### src/rtl/shift_reg_pkg.sv
// Shared constants for the shift-register sequencer: mode encodings driven
// onto the universal shift register and the sequencer's FSM state codes.
package shift_reg_pkg;

    // Mode select seen by univ_shift_reg
    localparam logic [1:0] MODE_HOLD = 2'b00;
    localparam logic [1:0] MODE_SHR  = 2'b01;  // MSB_IN enters at the MSB
    localparam logic [1:0] MODE_SHL  = 2'b10;  // LSB_IN enters at the LSB
    localparam logic [1:0] MODE_LOAD = 2'b11;

    // Sequencer FSM states
    localparam logic [1:0] ST_IDLE  = 2'd0;
    localparam logic [1:0] ST_LOAD  = 2'd1;
    localparam logic [1:0] ST_SHIFT = 2'd2;
    localparam logic [1:0] ST_DONE  = 2'd3;

    // Shift direction for a captured dir bit: 0 = LSB first, 1 = MSB first
    function automatic logic [1:0] shift_mode(input logic msb_first);
        return msb_first ? MODE_SHL : MODE_SHR;
    endfunction

endpackage

### src/rtl/shift_reg_seq.sv
// Full-duplex serializer/deserializer sequencer. Accepts a word on a
// valid/ready handshake, parallel-loads it into the neighbouring
// univ_shift_reg, shifts it out over n cycles while sdi shifts in from the
// opposite end, and presents the received word for one cycle in DONE.
module shift_reg_seq
    import shift_reg_pkg::*;
#(
    parameter int n = 4
) (
    input  logic         clk,
    input  logic         reset_b,
    input  logic [n-1:0] tx_data,
    input  logic         tx_valid,
    output logic         tx_ready,
    input  logic         dir,
    input  logic         sdi,
    output logic         sdo,
    output logic [n-1:0] rx_data,
    output logic         rx_valid,
    output logic         busy,
    output logic [1:0]   s,
    output logic [n-1:0] I,
    output logic         MSB_IN,
    output logic         LSB_IN,
    input  logic [n-1:0] Q
);

    localparam int             CW       = (n > 1) ? $clog2(n) : 1;
    localparam logic [CW-1:0]  CNT_LAST = CW'(n - 1);

    logic [1:0]    state_q, state_d;
    logic [n-1:0]  word_q, word_d;
    logic          dir_q, dir_d;
    logic [CW-1:0] cnt_q, cnt_d;
    logic [n-1:0]  rx_data_q, rx_data_d;

    // Next-state logic: handshake capture, bit counting, receive capture
    always_comb begin
        state_d   = state_q;
        word_d    = word_q;
        dir_d     = dir_q;
        cnt_d     = cnt_q;
        rx_data_d = rx_data_q;
        case (state_q)
            ST_IDLE: begin
                if (tx_valid) begin
                    word_d  = tx_data;
                    dir_d   = dir;
                    state_d = ST_LOAD;
                end
            end
            ST_LOAD: begin
                cnt_d   = '0;
                state_d = ST_SHIFT;
            end
            ST_SHIFT: begin
                if (cnt_q == CNT_LAST) begin
                    // The shift register takes its last bit on this same
                    // edge, so capture the value Q is about to become; that
                    // way rx_data already holds all n bits during DONE.
                    rx_data_d = dir_q ? {Q[n-2:0], sdi} : {sdi, Q[n-1:1]};
                    state_d   = ST_DONE;
                end else begin
                    cnt_d = cnt_q + CW'(1);
                end
            end
            default: begin  // ST_DONE
                state_d = ST_IDLE;
            end
        endcase
    end

    // State and datapath registers
    always_ff @(posedge clk or negedge reset_b) begin
        if (!reset_b) begin
            state_q   <= ST_IDLE;
            word_q    <= '0;
            dir_q     <= 1'b0;
            cnt_q     <= '0;
            rx_data_q <= '0;
        end else begin
            state_q   <= state_d;
            word_q    <= word_d;
            dir_q     <= dir_d;
            cnt_q     <= cnt_d;
            rx_data_q <= rx_data_d;
        end
    end

    // Moore outputs decoded from the current state
    always_comb begin
        s        = MODE_HOLD;
        sdo      = 1'b0;
        MSB_IN   = 1'b0;
        LSB_IN   = 1'b0;
        case (state_q)
            ST_LOAD: s = MODE_LOAD;
            ST_SHIFT: begin
                s      = shift_mode(dir_q);
                sdo    = dir_q ? Q[n-1] : Q[0];
                MSB_IN = dir_q ? 1'b0 : sdi;
                LSB_IN = dir_q ? sdi  : 1'b0;
            end
            default: s = MODE_HOLD;
        endcase
    end

    assign tx_ready = (state_q == ST_IDLE);
    assign busy     = (state_q != ST_IDLE);
    assign rx_valid = (state_q == ST_DONE);
    assign rx_data  = rx_data_q;
    assign I        = word_q;

endmodule

### config.mk
export PLATFORM = sky130hd
export DESIGN_NAME = shift_reg_seq
export DESIGN_NICKNAME = d
export VERILOG_FILES = /design/src/rtl/shift_reg_pkg.sv /design/src/rtl/shift_reg_seq.sv
export SDC_FILE = /design/constraint.sdc
export NUM_CORES = 1
export LEC_CHECK = 0
export ABC_CLOCK_PERIOD_IN_PS = 1400
export CORE_MARGIN = 10
export CORE_UTILIZATION = 25
export DETAILED_ROUTE_END_ITERATION = 16
export PLACE_DENSITY = 0.49
export SYNTH_ARGS = -nofsm -noshare
export SYNTH_HDL_FRONTEND = slang
export SYNTH_SLANG_ARGS = --single-unit
export TNS_END_PERCENT = 50
### constraint.sdc
create_clock -name clk -period 1.4 [get_ports clk]
set_input_delay 0.28 -clock clk [delete_from_list [all_inputs] [get_ports clk]]
set_output_delay 0.28 -clock clk [all_outputs]
set_load 0.1 [all_outputs]
-- Word-level counts from Yosys, hierarchy flattened
Cells that the tools add are included.
- add/sub/neg operators: 1
- equality and inequality tests: 7
- muxes and demuxes: 14
- reductions and logical operators: 7
- operators with widths (kind ; count):
    2-bit 2-to-1 mux ; 4
    2-bit one-hot mux with 2 select lines ; 2
    2-bit AND reduction ; 4
    2-bit equality test, second input constant ; 3
    1-bit 2-to-1 mux ; 6
    2-bit inequality test, second input constant ; 3
    2-bit one-hot mux with 3 select lines ; 1
    4-bit 2-to-1 mux ; 1
    2-bit nonzero test ; 2
    2-bit by 1-bit adder with 2-bit output, second input constant ; 1
    2-bit by 1-bit equality test with 1-bit output, second input constant ; 1
    2-bit zero test ; 1
- register bits: 13
- bits of input ports: 13
- output and inout bits: 16
- word-level logic and storage cells: 34

-- Depth between registers and ports, before layout
- depth after elaboration: 3
- depth in mapped cells: 6
- mapped depth without buffers: 5

-- Least setup slack after synthesis
No wires, ideal clock.
- path type: register to register
- start point: register state_q[0]
- end point: register state_q[1]
- library setup time: 0.128 ns
- arrival: 2.394 ns
- required time: 1.272 ns
- path slack: -1.121 ns
- stages on the path, launching flop included: 6
- buffers on the path: 0
- clock period less this slack: 2.521 ns
- path through: dfrtp_1 > inv_1 > ha_1 > inv_2 > a2bb2oi_1 > mux2_1
- longest elaborated chain between the ends: 3
- elaborated cells between the ends (all ways): 7
- those cells by class: 4 x eq/ne; 1 x mux; 2 x reduce/logical
- RTL lines (item ; line ; source):
    start: declaration ; shift_reg_seq.sv:31 ; logic [1:0] state_q, state_d;
    start signal: assignment ; shift_reg_seq.sv:82 ; state_q <= state_d;
    2-bit zero test (*) ; - ;
    net tx_ready ; shift_reg_seq.sv:14 ; output logic tx_ready,
    2-bit inequality test (no source line) ; - ;
    2-bit AND reduction (no source line) ; - ;
The timed path passes the listed nets; every way through them passes the cells marked *.
A chain may end at the register's enable or synchronous reset.

-- Final worst setup path
- start point: register state_q[0]
- end point: output s[1]
- longest elaborated chain between the ends: 2
- elaborated cells between the ends (all ways): 3
- those cells by class: 2 x eq/ne; 1 x mux
- RTL lines (item ; line ; source):
    2-bit equality test / 2-bit by 1-bit equality test with 1-bit output (equally long branches) ; shift_reg_seq.sv:96 ; case (state_q)
    2-bit one-hot mux with 2 select lines (*) ; shift_reg_seq.sv:96 ;
    end: declaration ; shift_reg_seq.sv:21 ; output logic [1:0] s,
Every way passes the cells marked *; elsewhere a longest branch is shown, timed or not.

==> results.json <==
{
  "outcome": "complete, but fails checks",
  "violations": "negative setup slack",
  "path_cells": "inv_2 -> buf_6 -> ha_4 -> nor2b_4 -> buf_12",
  "finalNetCount": 130,
  "mappedNetlistArea_um2": 715.7,
  "yosysMostFrequentCell": "dfrtp_1",
  "worstSetupEndpointType": "output pin",
  "die-area_um2": 5403,
  "cts_tree": "done",
  "ys_warn_count": 0,
  "routed_wl_um": 2061,
  "drv_slew": 0,
  "start_util": 0.2595,
  "grt_pass1_vias": 665,
  "synth.largest_area_cell": "dfrtp_1",
  "portBuffers": 28,
  "crit_family": "flip-flops",
  "overflow": 0,
  "dieHeight_um": 73.51,
  "cp_slowest_cell": "dfrtp_1",
  "finalCriticalPeriod_ns": 1.757,
  "yosysUniqueCellTypes": 18,
  "cpPeakStageDelay_ns": 0.39,
  "dpl.hpwl_um": 1549,
  "finalHoldViolCount": 0,
  "setup_slack_ns": -0.3573,
  "synth_area_per_cell_um2": 11.36,
  "die-width_um": 73.51,
  "wl_per_cell_um": 14.72,
  "synthTopCellsByCount": "dfrtp_1 (13), ha_1 (7), mux2i_1 (6), nor2_1 (6)",
  "synth_nets": 83,
  "cts-root-buf": "clkbuf_4",
  "hold_path.class": "input port to async pin",
  "path_class": "flop to output pin",
  "ys_async_sr_fraction": 1.000,
  "synth_area_leaders": "dfrtp_1 (45%), ha_1 (12%), mux2i_1 (8.4%)",
  "max_freq_mhz": 569.0,
  "antenna_cells": 0,
  "core_um2": 2758,
  "firstDrtPassIters": 4,
  "vias": 626,
  "postCtsHoldBufs": 0,
  "gp_congestion": 0.7473,
  "drive_above_1_share": 0.5596,
  "cts_buffers": 3,
  "cp_num_buf_inv": 3,
  "htree_levels": 1,
  "arrival_ns": 1.48,
  "clk_pin_slew_worst_paths_ns": 0.09,
  "syn_inst": 63,
  "drtIter0Drc": 18,
  "ys_seq_elements": 13,
  "max_cap_violations": 0,
  "ys_seq_area_frac": 0.4545,
  "clkSinkCount": 13,
  "grt_max_degree": 14,
  "vias_per_cell": 4.471,
  "setup_violations": 17,
  "drc_errors": 0,
  "grt_usage": 0.07999,
  "grt_pass1_wl_um": 3381,
  "path_max_fanout": 3,
  "tightest_slew_ns": 0.2591,
  "antenna_found_initial": 0,
  "num_io_pins": 29,
  "num_rows": 19,
  "area_growth_syn_to_layout_pct": 103.7,
  "cp.required_ns": 1.12,
  "fin_skew_ns": 0.01183,
  "ys.flop_type": "dfrtp_1",
  "synth_edf_count": 0,
  "slew_headroom": 0.8223,
  "yosysTopAreaCellShare": 0.4545,
  "cts_buffer_depth": 2,
  "final_antenna_net_count": 0,
  "clock_latency_ns": 0.28,
  "pre_cts_ws_ns": -0.09130,
  "rsz0062_at_grt": "true",
  "cp-start-kind": "flop",
  "fin_crit_sh": 1.255
}
cells by family after synthesis:
group,synth area share
multiplexers,0.2203
flip-flops,0.4545
AND/OR/NAND/NOR,0.08741
AO/OA/AOI/OAI,0.06993
adder cells (fa/ha/maj),0.1224
buffers and inverters,0.04545
timing repair:
| item | CTS | global route |
|---|---|---|
| pin swaps | 2 | 0 |
| endpoints found under the setup margin | 16 | 21 |
| resized for setup | 13 | 5 |
| setup buffers | 4 | 2 |
layout by cell type (no fill, tap or decap), drive strengths merged:
cell / count
o22a: 1
mux2i: 6
o21a: 1
inv: 6
buf: 32
nand2: 2
clkbuf: 4
a21oi: 5
nor2: 6
mux2: 8
dfrtp: 13
and2: 2
nor2b: 2
a2bb2oi: 1
ha: 7
and3: 1
clkdlybuf4s50: 12
final timing paths:
kind                                               end                    from  slack [ns]  depth (start not counted)
worst max-delay path                              s[1]  state_q[0]$_DFFE_PN0P_       -0.36                          5
worst min-delay path            rx_data[2]$_DFFE_PN0P_                 reset_b        0.30                          2
worst max register to register  state_q[1]$_DFFE_PN0P_  state_q[0]$_DFFE_PN0P_       -0.24                          8
worst min register to register    cnt_q[1]$_DFFE_PN0P_    cnt_q[1]$_DFFE_PN0P_        0.53                          2
max in group asynchronous       state_q[1]$_DFFE_PN0P_                 reset_b        0.91                          2
min in group clk                  cnt_q[1]$_DFFE_PN0P_    cnt_q[1]$_DFFE_PN0P_        0.53                          2
per-layer routing:
metal / share of wire / track usage / up-vias
met5: 0 / 0 / -
met4: 0.016 / 0.04969 / 0
met3: 0.066 / 0.01884 / 2
met2: 0.46 / 0.1174 / 19
met1: 0.46 / 0.1022 / 302
li1: - / - / 303
final cells by class:
| class | instances | area, um^2 |
|---|---|---|
| clock buffer | 4 | 26.28 |
| fill | 254 | 1300 |
| inverter | 6 | 35.03 |
| multi-input combinational | 42 | 451.7 |
| sequential | 13 | 326.6 |
| tap | 31 | 38.79 |
| timing repair buffer | 44 | 579.3 |
per-stage QoR:
step                      cell area [um^2]    util  instances  hold slack, ns  setup TNS [ns]
final                                 1458  0.5286        140          0.3049          -3.135
after CTS                             1429  0.5181        138          0.2940          -2.726
after detailed placement              1334  0.4837        132          0.5256         -0.7858
after global placement                1334  0.4837        132          0.5145         -0.5136
after global routing                  1458  0.5286        140          0.3336          -3.984
after floorplan                      774.5       -         63        -0.01559          -1.760
state kept, by name, summed over array words and instances (netlist names):
signal,count
I,4
cnt_q,2
dir_q,1
rx_data,4
state_q,2
Power is not shown: default switching activity piles up to over one toggle a cycle in this logic, so the estimate is an artifact.
